`config.mk`:
```
export PLATFORM = sky130hd
export DESIGN_NAME = regfile_writeback_flat
export DESIGN_NICKNAME = d
export VERILOG_FILES = /design/src/rtl/rv_pkg.sv /design/src/rtl/regfile_writeback_if.sv /design/src/rtl/wb_fifo.sv /design/src/rtl/regfile_writeback.sv /design/src/flat_wrapper.sv
export SDC_FILE = /design/constraint.sdc
export NUM_CORES = 1
export LEC_CHECK = 0
export ABC_AREA = 1
export BUFFER_PORTS_ARGS = -buffer_cell sky130_fd_sc_hd__buf_2
export CAP_MARGIN = 10
export CORE_MARGIN = 2
export CORE_UTILIZATION = 56
export CTS_CLUSTER_SIZE = 28
export DETAILED_ROUTE_END_ITERATION = 8
export PLACE_DENSITY_LB_ADDON = 0.12
export SLEW_MARGIN = 20
export SYNTH_ARGS = -nofsm -noshare
export SYNTH_HDL_FRONTEND = slang
export SYNTH_SLANG_ARGS = --single-unit
```
`constraint.sdc`:
```
create_clock -name clk -period 5.28 [get_ports clk]
set_clock_uncertainty 0.1 [all_clocks]
set_input_delay 1.056 -clock clk [delete_from_list [all_inputs] [get_ports clk]]
set_output_delay 1.056 -clock clk [all_outputs]
set_load 0.05 [all_outputs]
```
`src/rtl/rv_pkg.sv`:
```
// rv_pkg: shared register-file widths and the writeback entry type
package rv_pkg;
  localparam int XLEN = 32;
  localparam int REG_AW = 5;
  localparam int NREGS = 32;
  typedef struct packed {
    logic [REG_AW-1:0] rd;
    logic [XLEN-1:0] data;
  } wb_entry_t;
endpackage

```
`src/rtl/regfile_writeback_if.sv`:
```
// regfile_writeback_if: ALU/load/issue inputs, load ready, busy scoreboard and register-file write port
interface regfile_writeback_if;
  import rv_pkg::*;
  logic alu_valid;
  logic [REG_AW-1:0] alu_rd;
  logic [XLEN-1:0] alu_data;
  logic ld_valid;
  logic [REG_AW-1:0] ld_rd;
  logic [XLEN-1:0] ld_data;
  logic ld_ready;
  logic issue_valid;
  logic [REG_AW-1:0] issue_rd;
  logic [NREGS-1:0] busy;
  logic rf_we;
  logic [REG_AW-1:0] rf_rd;
  logic [XLEN-1:0] rf_wdata;
  modport master (
    output alu_valid, alu_rd, alu_data, ld_valid, ld_rd, ld_data, issue_valid, issue_rd,
    input ld_ready, busy, rf_we, rf_rd, rf_wdata
  );
  modport slave (
    input alu_valid, alu_rd, alu_data, ld_valid, ld_rd, ld_data, issue_valid, issue_rd,
    output ld_ready, busy, rf_we, rf_rd, rf_wdata
  );
endinterface

```
`src/rtl/wb_fifo.sv`:
```
// wb_fifo: synchronous FIFO (clk, rst, push/din, pop/dout, full, empty, count)
module wb_fifo #(
  parameter int DEPTH = 4,
  parameter int WIDTH = 37
) (
  input  logic clk,
  input  logic rst,
  input  logic push,
  input  logic pop,
  input  logic [WIDTH-1:0] din,
  output logic [WIDTH-1:0] dout,
  output logic full,
  output logic empty,
  output logic [$clog2(DEPTH):0] count
);
  localparam int AW = $clog2(DEPTH);
  logic [WIDTH-1:0] mem [DEPTH];
  logic [AW-1:0] wp, rp;
  logic do_push, do_pop;
  assign full = count == (AW+1)'(DEPTH);
  assign empty = count == '0;
  assign do_push = push && !full;
  assign do_pop = pop && !empty;
  assign dout = mem[rp];
  always_ff @(posedge clk)
    if (do_push) mem[wp] <= din;
  always_ff @(posedge clk)
    if (rst) begin
      wp <= '0;
      rp <= '0;
      count <= '0;
    end else begin
      wp <= wp + AW'(do_push);
      rp <= rp + AW'(do_pop);
      count <= count + (AW+1)'(do_push) - (AW+1)'(do_pop);
    end
endmodule

```
`src/rtl/regfile_writeback.sv`:
```
// regfile_writeback: merges ALU and FIFO-buffered load results onto the single register-file write port and keeps the load busy scoreboard
module regfile_writeback
  import rv_pkg::*;
#(
  parameter int FIFO_DEPTH = 4
) (
  input logic clk,
  input logic reset,
  regfile_writeback_if.slave wb
);
  localparam int CW = $clog2(FIFO_DEPTH) + 1;
  wb_entry_t head, ld_in, sel;
  logic full, empty, pop, sel_v, from_fifo;
  logic [CW-1:0] count;
  logic [NREGS-1:0] clr, set;
  assign ld_in = '{rd: wb.ld_rd, data: wb.ld_data};
  assign wb.ld_ready = count < CW'(FIFO_DEPTH);
  assign pop = !wb.alu_valid && !empty;
  assign sel_v = wb.alu_valid || !empty;
  assign sel = wb.alu_valid ? '{rd: wb.alu_rd, data: wb.alu_data} : head;
  assign clr = (wb.rf_we && from_fifo) ? NREGS'(1) << wb.rf_rd : '0;
  assign set = (wb.issue_valid && wb.issue_rd != '0) ? NREGS'(1) << wb.issue_rd : '0;
  wb_fifo #(.DEPTH(FIFO_DEPTH), .WIDTH($bits(wb_entry_t))) u_fifo (
    .clk(clk),
    .rst(reset),
    .push(wb.ld_valid && !full),
    .pop(pop),
    .din(ld_in),
    .dout(head),
    .full(full),
    .empty(empty),
    .count(count)
  );
  always_ff @(posedge clk)
    if (reset) begin
      wb.rf_we <= 1'b0;
      wb.rf_rd <= '0;
      wb.rf_wdata <= '0;
      wb.busy <= '0;
      from_fifo <= 1'b0;
    end else begin
      wb.rf_we <= sel_v && sel.rd != '0;
      if (sel_v) begin
        wb.rf_rd <= sel.rd;
        wb.rf_wdata <= sel.data;
      end
      from_fifo <= pop;
      wb.busy <= (wb.busy & ~clr) | set;
    end
endmodule
```
`src/flat_wrapper.sv`:
```
// flat-port wrapper written by rule: the top's interface ports become plain ports
module regfile_writeback_flat import rv_pkg::*;
#(
  parameter int FIFO_DEPTH = 4
)
  (clk, reset, wb_alu_valid, wb_alu_rd, wb_alu_data, wb_ld_valid, wb_ld_rd, wb_ld_data, wb_issue_valid, wb_issue_rd, wb_ld_ready, wb_busy, wb_rf_we, wb_rf_rd, wb_rf_wdata);
  regfile_writeback_if wb_i ();
  input logic clk;
  input logic reset;
  input wire logic [$bits(wb_i.alu_valid)-1:0] wb_alu_valid;
  input wire logic [$bits(wb_i.alu_rd)-1:0] wb_alu_rd;
  input wire logic [$bits(wb_i.alu_data)-1:0] wb_alu_data;
  input wire logic [$bits(wb_i.ld_valid)-1:0] wb_ld_valid;
  input wire logic [$bits(wb_i.ld_rd)-1:0] wb_ld_rd;
  input wire logic [$bits(wb_i.ld_data)-1:0] wb_ld_data;
  input wire logic [$bits(wb_i.issue_valid)-1:0] wb_issue_valid;
  input wire logic [$bits(wb_i.issue_rd)-1:0] wb_issue_rd;
  output wire logic [$bits(wb_i.ld_ready)-1:0] wb_ld_ready;
  output wire logic [$bits(wb_i.busy)-1:0] wb_busy;
  output wire logic [$bits(wb_i.rf_we)-1:0] wb_rf_we;
  output wire logic [$bits(wb_i.rf_rd)-1:0] wb_rf_rd;
  output wire logic [$bits(wb_i.rf_wdata)-1:0] wb_rf_wdata;
  assign wb_i.alu_valid = wb_alu_valid;
  assign wb_i.alu_rd = wb_alu_rd;
  assign wb_i.alu_data = wb_alu_data;
  assign wb_i.ld_valid = wb_ld_valid;
  assign wb_i.ld_rd = wb_ld_rd;
  assign wb_i.ld_data = wb_ld_data;
  assign wb_i.issue_valid = wb_issue_valid;
  assign wb_i.issue_rd = wb_issue_rd;
  assign wb_ld_ready = wb_i.ld_ready;
  assign wb_busy = wb_i.busy;
  assign wb_rf_we = wb_i.rf_we;
  assign wb_rf_rd = wb_i.rf_rd;
  assign wb_rf_wdata = wb_i.rf_wdata;
  regfile_writeback #(.FIFO_DEPTH(FIFO_DEPTH)) u_core (.clk(clk), .reset(reset), .wb(wb_i));
endmodule
```
==> flow_summary.ini <==
[clock_network]
clockBufferDepth = 3
numCtsBuffers = 23
htree_levels = 1
hold_buffers = 0
cts_tree = done
clk_pin_slew_ns = 0.06
post-cts-setup-buffers = 0
clkSinkCount = 226
clk-insertion-delay-late_ns = 0.52
root_buffer = clkbuf_16
cts.repair.resized = 0

[synth]
synth_nets = 933
synth_area_sq_mm = 0.008957
avgSynthCellArea_sq_um = 10.59
synthMuxAreaShare_pct = 0
synth_top_cell_area_share_pct = 49.62
synth_adder_area_share_pct = 0.5029
synth-seq-cells = 226
synth.area.top_cells = edfxtp_1 50%, dfxtp_1 17%, nand2_1 5.0%, o21ai_0 4.4%, nor2_1 3.4%
netlist_instances = 846
synth_top_family_by_area = compound AO/OA/AOI/OAI gates
synth_xor_xnor_area_share_pct = 0.1956
synth_warnings = 0
yosys.area.top_type = edfxtp_1
synth_cell_types = 30
synth_compound_gate_area_share_pct = 14.56
yosysSeqAreaShare_pct = 67.05
yosys.area_share.simple_pct = 12.45

[sta]
rsz0062_at_grt = no
setup_viol = 0
finalWorstSetupSlack_ns = 2.108
hold_viol = 0
finalCritPeriodShare_pct = 60.07
slew_headroom_pct = 35.66
min_period_ns = 3.172
slew_violations = 0
tns_ns = 0
clock.fmax_mhz = 315.3
tightest_slew_ns = 0.9640

[setup_path]
r2r_cells = 11
crit_required_ns = 5.58
worstSetupPathType = input port to flop
worstPathMaxFanout = 53
rrSetupSlack_ns = 2.60
r2r_end = u_core.wb.rf_we
worstPathArrival_ns = 3.47
cp-end-kind = flop
crit_start = wb_alu_valid
startpoint_type = input port
r2r_start = u_core.u_fifo.rp[0]

[pwr]
powerDensity_mw_per_mm2 = 495.3
leakage_nw = 4.153
ir_drop_mv = 0.3371

[finish]
fin_cells = 1213
drive_gt1_share_pct = 22.47
fin_area_sq_mm = 0.01060
syn2layout_area_growth_pct = 18.29
final_nets = 1067
antenna_cells = 0

[global_route]
antenna_found_initial = 0
grt_overflow = 0
grt_max_degree = 77
grt_pass1_vias = 5989
grt_first_pass_wirelength_um = 30640
grtUsageTotal_pct = 23.06

[die]
dieArea_sq_mm = 0.01702
ios = 155
die_w_um = 130.5
num_rows = 46
dieHeight_um = 130.5
core_area_sq_mm = 0.01577
start_util_pct = 56.80

[routing]
first_iter_violations = 470
drtPass1Iterations = 5
avgRoutedWirePerCell_um = 16.24
via_per_inst = 5.452
vias = 6613
ant_nets = 0
drcViolationCount = 0
routed_wirelength_um = 19700

[place]
port_buffers = 154
place_ws_ns = 1.559
placed_area_sq_mm = 0.009816
gp_congestion = 0.8963
dpl.hpwl_um = 12070
dp.cells = 1171

[run]
cap_violations = 0

[outcome]
status = complete, no violations

[min_path]
holdPathStages = 2
hold_start = u_core.wb.busy[0]
hold_end = u_core.wb.busy[0]
hp-class = flop to flop
==> state kept, by name, indices dropped and copies added, names as in the netlist <==
name and cells:
u_core.from_fifo 1, u_core.u_fifo.count 3, u_core.u_fifo.mem 148, u_core.wb.rf_rd 5, u_core.u_fifo.wp 2, u_core.wb.busy 32
u_core.wb.rf_we 1, u_core.wb.rf_wdata 32, u_core.u_fifo.rp 2
==> worst max path at each step <==
stage | endpoint | slack [ns] | cells after the start
detailed placement | u_core.wb.rf_wdata[16] | 1.56 | 6
finish | u_core.wb.rf_wdata[16] | 2.11 | 6
CTS | u_core.wb.rf_wdata[16] | 2.11 | 6
global route | u_core.wb.rf_wdata[16] | 1.84 | 6
global placement | u_core.wb.rf_wdata[16] | 1.69 | 6
floorplan | u_core.u_fifo.mem[0][0] | 1.0 | 2
==> area by class of cell <==
class                           instances  area (sq um)
Clock buffer                           27         610.6
Timing Repair Buffer                  165         853.3
Fill cell                            1259          5175
Tap cell                              216         270.3
Sequential cell                       226          6007
Multi-Input combinational cell        515          2501
Clock inverter                         15         168.9
Inverter                               49         183.9
==> power by group <==
part / total (mW) / leakage, nW / internal, mW / switching, mW
Sequential: 2.27 / 2.00 / 2.15 / 0.118
Combinational: 1.33 / 1.78 / 0.335 / 0.996
Clock: 1.65 / 0.377 / 0.981 / 0.669
==> critical path, stage by stage <==
cell and delay (ns):
buf_2 0.11, inv_2 0.58, nand3_2 0.94, buf_4 0.49
o21ai_0 0.20, a31oi_1 0.07
==> cell families (layout without fill, tap and decap cells) <==
kind of cell               Yosys count  count (layout)
and+or+nand+nor                    267             267
buffers and inverters              105             256
xor gates and xnor gates             2               2
adders and majority gates            3               3
AOI/OAI and AO/OA                  243             243
DFF                                226             226
==> layout by cell type (no fill, tap or decap), drive strengths merged <==
cell        n
buf       165
edfxtp    148
o21ai     138
nand2     120
nor2       82
dfxtp      78
inv        50
a21oi      40
nand3      39
o22ai      32
a31oi      32
clkbuf     27
nand4      11
nor3       10
clkinv      8
or2         3
bufinv      3
clkinvlp    3
ha          2
o31ai       1
nand3b      1
xor2        1
xnor2       1
nor4        1
fa          1
==> through the flow <==
stage	hold slack [ns]	total power, mW	utilization (%)
detailed placement	0.3491	3.635	62.24
global placement	0.3383	3.615	62.24
global route	0.3857	5.503	67.18
finish	0.3571	5.248	67.18
floorplan	0.4283	3.311	-
CTS	0.3583	5.273	67.18
==> cells in the mapped netlist <==
cell type  number
a21oi_1        40
a31oi_1        32
buf_1           2
buf_2          23
buf_4           8
buf_6           2
clkbuf_1       19
clkbuf_2        2
dfxtp_1        78
edfxtp_1      148
fa_1            1
ha_1            2
inv_1          39
inv_2          10
nand2_1       120
nand3_1        38
nand3_2         1
nand3b_1        1
nand4_1        11
nor2_1         82
nor3_1          9
nor3_2          1
nor4_1          1
o21ai_0        79
o21ai_1        59
o22ai_1        32
o31ai_2         1
or2_2           3
xnor2_1         1
xor2_1          1
==> routing by layer <==
| layer | track usage, % | routed length (um) |
|---|---|---|
| met5 | 0 | 0 |
| met2 | 38.25 | 9519 |
| met4 | 5.882 | 333 |
| met3 | 4.275 | 1257 |
| met1 | 31.91 | 8585 |
Note: power is estimated with default switching activity, not from simulation.
